## config.mk

```make
export PLATFORM = sky130hd
export DESIGN_NAME = rx_deframer
export DESIGN_NICKNAME = d
export VERILOG_FILES = /design/src/rtl/rx_deframer.sv
export SDC_FILE = /design/constraint.sdc
export NUM_CORES = 1
export LEC_CHECK = 0
export ABC_CLOCK_PERIOD_IN_PS = 2800
export CAP_MARGIN = 10
export CORE_AREA = 2 2 66 130
export CTS_CLUSTER_SIZE = 40
export DETAILED_ROUTE_END_ITERATION = 8
export DIE_AREA = 0 0 68 132
export PLACE_DENSITY = 0.79
export SLEW_MARGIN = 10
export SYNTH_ARGS = -nofsm -noshare
export SYNTH_HDL_FRONTEND = slang
export SYNTH_SLANG_ARGS = --single-unit
```

## constraint.sdc

```tcl
create_clock -name i_aclk -period 2.8 [get_ports i_aclk]
set_input_delay 0.56 -clock i_aclk [delete_from_list [all_inputs] [get_ports i_aclk]]
set_output_delay 0.56 -clock i_aclk [all_outputs]
set_load 0.02 [all_outputs]
```

## src/rtl/rx_deframer.sv

```systemverilog
// Link-side deframer: hunts for a sync word, validates a length header and forwards the payload
// as an AXI-Stream word stream with sof/eof. Optional trailer checksum: RX_DEFRAMER_CHECKSUM_EN.
module rx_deframer #(
  parameter logic [31:0] C_SYNC_WORD = 32'hA5C3_5AC3,
  parameter int unsigned C_MAX_LEN   = 1024
) (
  input  logic        i_aclk,
  input  logic        i_aresetn,
  input  logic        i_enable,
  output logic        s_axis_tready,
  input  logic        s_axis_tvalid,
  input  logic [31:0] s_axis_tdata,
  input  logic        m_axis_tready,
  output logic        m_axis_tvalid,
  output logic [31:0] m_axis_tdata,
  output logic        m_axis_sof,
  output logic        m_axis_eof,
  output logic        o_locked,
  output logic [15:0] o_frame_count,
  output logic [7:0]  o_hdr_err_count,
  output logic        o_checksum_err
);

  typedef enum logic [1:0] {S_HUNT, S_HEADER, S_PAYLOAD, S_TRAILER} state_t;

  state_t      state;
  state_t      state_nxt;
  logic [15:0] remaining;
  logic        first;
  logic [15:0] hdr_len;
  logic        hdr_ok;
  logic        in_acc;
  logic        hdr_accept;
  logic        hdr_reject;
  logic        pay_acc;
  logic        last_pay;
  logic        frame_done;

  function automatic logic [7:0] sat_inc8(input logic [7:0] v);
    return (v == 8'hFF) ? v : v + 8'd1;
  endfunction

  assign hdr_len = s_axis_tdata[15:0];
  assign hdr_ok  = (s_axis_tdata[31:16] == ~hdr_len) && (hdr_len != 16'd0) &&
                   ({16'd0, hdr_len} <= C_MAX_LEN);

  // HUNT never loads the output register, so it can accept regardless of output occupancy.
  always_comb begin
    s_axis_tready = 1'b1;
    case (state)
      S_HUNT:    s_axis_tready = i_enable;
      S_PAYLOAD: s_axis_tready = !m_axis_tvalid || m_axis_tready;
      default:   s_axis_tready = 1'b1;
    endcase
  end

  assign in_acc     = s_axis_tvalid && s_axis_tready;
  assign hdr_accept = in_acc && (state == S_HEADER) && hdr_ok;
  assign hdr_reject = in_acc && (state == S_HEADER) && !hdr_ok && (s_axis_tdata != C_SYNC_WORD);
  assign pay_acc    = in_acc && (state == S_PAYLOAD);
  assign last_pay   = pay_acc && (remaining == 16'd1);
  assign o_locked   = (state != S_HUNT);

  always_ff @(posedge i_aclk or negedge i_aresetn) begin
    if (!i_aresetn) state <= S_HUNT;
    else            state <= state_nxt;
  end

  always_comb begin
    state_nxt = state;
    case (state)
      S_HUNT: begin
        if (in_acc && (s_axis_tdata == C_SYNC_WORD)) state_nxt = S_HEADER;
      end
      S_HEADER: begin
        if (hdr_accept)      state_nxt = S_PAYLOAD;
        else if (hdr_reject) state_nxt = S_HUNT;
      end
      S_PAYLOAD: begin
`ifdef RX_DEFRAMER_CHECKSUM_EN
        if (last_pay) state_nxt = S_TRAILER;
`else
        if (last_pay) state_nxt = S_HUNT;
`endif
      end
`ifdef RX_DEFRAMER_CHECKSUM_EN
      S_TRAILER: begin
        if (in_acc) state_nxt = S_HUNT;
      end
`endif
      default: state_nxt = S_HUNT;
    endcase
  end

  // Output register stage: one accepted payload word is presented the following cycle.
  always_ff @(posedge i_aclk or negedge i_aresetn) begin
    if (!i_aresetn) begin
      remaining       <= 16'd0;
      first           <= 1'b0;
      m_axis_tvalid   <= 1'b0;
      m_axis_tdata    <= 32'd0;
      m_axis_sof      <= 1'b0;
      m_axis_eof      <= 1'b0;
      o_frame_count   <= 16'd0;
      o_hdr_err_count <= 8'd0;
    end else begin
      if (hdr_accept) begin
        remaining <= hdr_len;
        first     <= 1'b1;
      end else if (pay_acc) begin
        remaining <= remaining - 16'd1;
        first     <= 1'b0;
      end
      if (pay_acc) begin
        m_axis_tvalid <= 1'b1;
        m_axis_tdata  <= s_axis_tdata;
        m_axis_sof    <= first;
        m_axis_eof    <= (remaining == 16'd1);
      end else if (m_axis_tready) begin
        m_axis_tvalid <= 1'b0;
      end
      if (frame_done) o_frame_count <= o_frame_count + 16'd1;
      if (hdr_reject) o_hdr_err_count <= sat_inc8(o_hdr_err_count);
    end
  end

`ifdef RX_DEFRAMER_CHECKSUM_EN
  logic [31:0] checksum;
  logic        trl_acc;

  assign trl_acc    = in_acc && (state == S_TRAILER);
  assign frame_done = trl_acc && (s_axis_tdata == checksum);

  // Forwarded payload is never retracted; a bad trailer only flags and skips the frame count.
  always_ff @(posedge i_aclk or negedge i_aresetn) begin
    if (!i_aresetn) begin
      checksum       <= 32'd0;
      o_checksum_err <= 1'b0;
    end else begin
      if (hdr_accept)   checksum <= 32'd0;
      else if (pay_acc) checksum <= checksum ^ s_axis_tdata;
      o_checksum_err <= trl_acc && (s_axis_tdata != checksum);
    end
  end
`else
  assign frame_done     = last_pay;
  assign o_checksum_err = 1'b0;
`endif

endmodule

```

-- After elaboration in Yosys (flattened, before gate mapping)
Cells that the tools add are included.
- add/sub/neg operators: 3
- magnitude comparators: 1
- equal/unequal tests: 10
- multiplexer cells: 12
- bitwise gates (word level): 2
- reduce and logical (&&, ||, !) cells: 20
- operators by type and width (kind ; number):
    $eq A32 B32 Y1 const B ; 1
    $mux W16 ; 2
    $ne A32 B32 Y1 const B ; 1
    $add A16 B1 Y16 const B ; 1
    $eq A16 B1 Y1 const B ; 1
    $eq A16 B16 Y1 ; 1
    $le A16 B11 Y1 const B ; 1
    $not A16 Y16 ; 1
    $reduce_bool A16 Y1 ; 1
    $sub A16 B1 Y16 const B ; 1
    $logic_and A1 B1 Y1 ; 10
    $add A8 B1 Y8 const B ; 1
    $eq A8 B8 Y1 const B ; 1
    $mux W2 ; 4
    $pmux W2 S3 ; 1
    $reduce_bool A2 Y1 ; 3
    $mux W1 ; 4
    $ne A2 B2 Y1 const B ; 2
    $ne A3 B3 Y1 const B ; 1
    $reduce_and A3 Y1 ; 1
    $eq A2 B1 Y1 const B ; 1
    $eq A2 B2 Y1 const B ; 1
    $logic_not A1 Y1 ; 2
    $logic_not A2 Y1 ; 1
    other kinds (4) ; 4
- flip-flop bits (word level): 78
- input port bits: 37
- logic and storage cells: 57

-- Longest topological paths before layout
- depth in word-level cells: 10
- mapped depth: 8
- depth with buffers taken out: 7

-- Least setup slack after synthesis
Ideal clock, no wire load.
- path type: input port to flip-flop
- from: in s_axis_tdata[3]
- to: reg o_hdr_err_count[1]
- data arrival time: 2.275 ns
- required time: 2.672 ns
- slack: 0.398 ns
- stages: 7
- cell sequence: or4_4 -> nor4_4 -> mux2i_1 -> and2_1 -> buf_6 -> nor2_1 -> mux2_1
- cells in the longest elaborated chain, start to end: 8
- elaborated cells on any way between the ends: 11
- RTL lines (what ; line ; text):
    start, declared ; 12 ; input logic [31:0] s_axis_tdata,
    parallel branches: the longest is 6 deep, another holds $le A16 B11 Y1 ; n/a ;
    $logic_and A1 B1 Y1 * ; 59 ; assign hdr_reject = in_acc && (state == S_HEADER) && !hdr_ok && (s_axis_tdata != C_SYNC_WORD);
    $reduce_and A2 Y1 (no line) * ; n/a ;
    end signal, assigned ; 123 ; if (hdr_reject) o_hdr_err_count <= sat_inc8(o_hdr_err_count);
    end, declared ; 20 ; output logic [7:0] o_hdr_err_count,
Every way passes the cells marked *.
A chain may end at the register's enable or synchronous reset.

-- Worst setup path after layout
- from: in s_axis_tdata[6]
- to: reg remaining[15]
- cells in the longest elaborated chain, start to end: 6
- elaborated cells on any way between the ends: 9
- RTL lines (what ; line ; text):
    parallel branches: the longest is 3 deep, another holds $le A16 B11 Y1 ; n/a ;
    $logic_and A1 B1 Y1 * ; 44 ; assign hdr_ok = (s_axis_tdata[31:16] == ~hdr_len) && (hdr_len != 16'd0) &&
    $logic_and A1 B1 Y1 * ; 58 ; assign hdr_accept = in_acc && (state == S_HEADER) && hdr_ok;
    $mux W16 or $reduce_bool A2 Y1 (tied branches) ; n/a ;
    end signal, assigned ; 108 ; remaining <= hdr_len;
    end signal, assigned ; 111 ; remaining <= remaining - 16'd1;
    end, declared ; 28 ; logic [15:0] remaining;
Marks and branches as above.

==> run metrics <==
Max Clock Skew=6.86 ps; global routing usage on met1=a little over a quarter; setup repair after global routing missed its margin=false; Post-Synthesis Cells=between 300 and 400; final net count=approximately 570; peak ir drop on the vdd network=about 0.6 mV; number of endpoints with negative hold slack in the final report=0; effective utilization at floorplan=about half; total number of placement rows=46; max-capacitance violation count=0; Die Wd=between 60 and 70 microns; portion of total power attributed to sequential cells=between 30% and 40%; area of the core=7940 sq um; number of different library cells in the post-synthesis netlist=54; total net switching power=around 1600 uW; top cells by instance count after synthesis=nand2_1 (119), dfrtp_1 (78), xor2_1 (22); synth top area cells=dfrtp_1 (51%), nand2_1 (12%), xor2_1 (5.0%), xnor2_1 (3.2%), nand4_1 (2.6%); maximum fanout along the worst path=6; number of buffers created by CTS=9; Final ANT Viol Nets=0; syn nets=about 440; worst hold slack across all endpoints=~250 ps; hold crit path type=input port to asynchronous set/reset pin; power density cells=839 nW/um^2; cell type contributing the most total cell area after synthesis=dfrtp_1; first-pass iteration count of the detailed router=4; gpl congestion=around 0.91; CTS tree=built; Yosys warning total=0; maximum number of buffers from clock root to sink=2; leakage power=0.00253 uW; netlist area before placement=3830 sq um; endpoint arrival time on the critical path=between 2000 and 3000 ps; slew of the pin with the lowest slew margin=between 600 and 700 ps; number of buffers inserted by hold repair at cts=0; CP required=between 3000 and 4000 ps; Max Transition Viols Final=0; period utilization=between 90 and 100%; remaining global-route overflow=0; number of top-level pins=99; dominant combinational cell family by area after synthesis=simple AND/OR/NAND/NOR gates; total via count in the routed design=between 3,000 and 4,000; Worst-Skew Late Latency=330 ps; combinational share of power=a little over a third; share of total power in the clock network=roughly a quarter; detailed placer's ending HPWL=7.79 mm; antenna violations before repair=0; library cell used as clock root buffer=clkbuf_16; H-Tree Depth=3; via-per-instance ratio=about 5.4; path type of the worst setup path=input port to register; pin count of the biggest net entering global routing=50; worst slew margin relative to its limit=between 50 and 60%; wire length of the first global-routing pass=between 15 and 20 mm; final routed DRC violation total=0; number of enable-type register cells in the synthesized netlist=0; share of flip-flops with an asynchronous set or reset after synthesis=100%; complex-gate fraction of the synthesized area=between 5 and 6%; total global-route track usage=between 20% and 30%; number of DRC markers after the initial detailed-route iteration=200; share of synthesized cell area in and, or, nand and nor gates=between 30% and 40%; synthesized-area fraction occupied by adder cells=1.31%; maximum frequency from static timing analysis=between 300 and 400 MHz; M3 GR Usage=about 5%; clock transition at the register clock pins on the worst setup and hold paths after CTS=60 ps; number of clock sinks=78; Seq cells post-synth=just under 80; sequential area share after synthesis=between 50% and 60%; # setup viols final=0; GR peak layer=met2; share of cells above drive strength 1=roughly 12%; Primary FF master, synth=dfrtp_1; number of global-route vias before repair=~3,600; type of origin of the critical path=input port; number of buffers added on ports=between 90 and 100; drt wl/cell=16.5 microns; mux contribution to synthesized area=less than 1%; critical path endpoint category=register; number of diodes=0; Resized cells post-CTS=0; Synth Area in XOR/XNOR=roughly 8.2%; met2 Usage GRT=43.6%; final wirelength=roughly 10 mm; Area Overhead vs Synth=41.4%; post-CTS setup repair buffer count=0; Min Clock Period, post-route=2680 ps; most numerous cell in the Yosys netlist=nand2_1; full die area=approximately 9000 sq um; Int Pwr=2990 uW; chip height=between 100 and 150 microns; count of filler cells inserted in the layout=between 600 and 700; status=complete, no violations; proportion of total power due to net switching=34.1%; top-area cell type share of the netlist area=51.0%; Setup TNS=0 ps; average size of a mapped cell=9.62 sq um
==> state kept, by name, summed over array words and instances, names as in the netlist <==
register / count
state: 2
m_axis_sof: 1
first: 1
remaining: 16
o_frame_count: 16
m_axis_tdata: 32
o_hdr_err_count: 8
m_axis_eof: 1
m_axis_tvalid: 1
==> stage by stage <==
step | area [sq um] | total power, uW | utilization, % | std cells | setup slack (ps)
after floorplan | 3830 | 2560 | - | 398 | 398
after global placement | 5110 | 3330 | 64.3 | 609 | -144
after detailed placement | 5110 | 3380 | 64.3 | 609 | -231
after CTS | 5410 | 4580 | 68.1 | 625 | 137
after global routing | 5410 | 4780 | 68.1 | 625 | 40.7
final | 5410 | 4540 | 68.1 | 625 | 119
==> cell type report <==
| type | count | area (sq um) | area share [%] |
|---|---|---|---|
| Clock buffer | 13 | 260 | 4.81 |
| Tap cell | 96 | 120 | 2.22 |
| Inverter | 6 | 22.5 | 0.416 |
| Timing Repair Buffer | 131 | 1240 | 22.8 |
| Multi-Input combinational cell | 298 | 1780 | 32.8 |
| Clock inverter | 3 | 42.5 | 0.786 |
| Sequential cell | 78 | 1950 | 36.1 |
==> placed cells by master (no fill, tap or decap), types with 3 or more instances in the layout <==
master           synthesis  final
nor3_1                   7      7
ha_1                     4      4
xnor2_1                 14     14
nor4_2                   4      4
buf_4                    1     34
inv_1                    6      6
nor2_1                  13     13
nand2_1                119    119
nor4_1                   3      3
xor2_1                  22     22
and4_1                   3      3
and3_1                   9      9
nand4_1                 16     16
clkdlybuf4s50_1          0     96
o21ai_0                  8      8
o21ai_1                  5      5
dfrtp_1                 78     78
and2_1                   3      3
a21oi_1                  8      8
nand2b_1                 4      4
nor2b_1                  4      4
clkbuf_16                0      9
nand3_1                 16     16
==> routing by layer <==
| metal | share of wire, % | wire length, microns | vias up |
|---|---|---|---|
| met5 | 0 | 0 | - |
| met1 | 36 | 3760 | 1634 |
| met4 | 5.1 | 525 | 0 |
| met2 | 54 | 5620 | 114 |
| li1 | - | - | 1605 |
| met3 | 4.1 | 423 | 32 |
==> logic make-up (layout without fill, tap and decap cells) <==
family,Yosys count,count (layout)
AOI/OAI and AO/OA,33,33
other,1,1
DFF,78,78
buffers and inverters,22,153
xor gates and xnor gates,36,36
muxes,3,3
adders and majority gates,4,4
and+or+nand+nor,221,221
==> power by group through the flow <==
stage	clock [uW]	combinational (uW)	sequential (uW)
floorplan	0	519	2040
global placement	0	1570	1760
detailed placement	0	1610	1770
CTS	1200	1610	1760
global route	1250	1720	1810
finish	1170	1600	1770
==> critical path: stages <==
cell	delay (ps)
clkdlybuf4s50_1	480
or4_1	600
nor4_4	190
mux2i_1	320
nand3_1	260
and3_1	260
a211o_1	220
==> path summary, 6_finish.rpt <==
check                                  from            endpoint  slack [ps]  cells after the start
max in group asynchronous         i_aresetn  o_hdr_err_count[4]        1930                      2
min                               i_aresetn     m_axis_tdata[1]         250                      1
min in group i_aclk        m_axis_tdata[20]    m_axis_tdata[20]         470                      2
max                         s_axis_tdata[6]       remaining[15]         120                      7
min reg2reg                m_axis_tdata[20]    m_axis_tdata[20]         470                      2
max reg2reg                    remaining[5]   o_frame_count[10]         620                      6
Power figures use the tool's default switching activity.
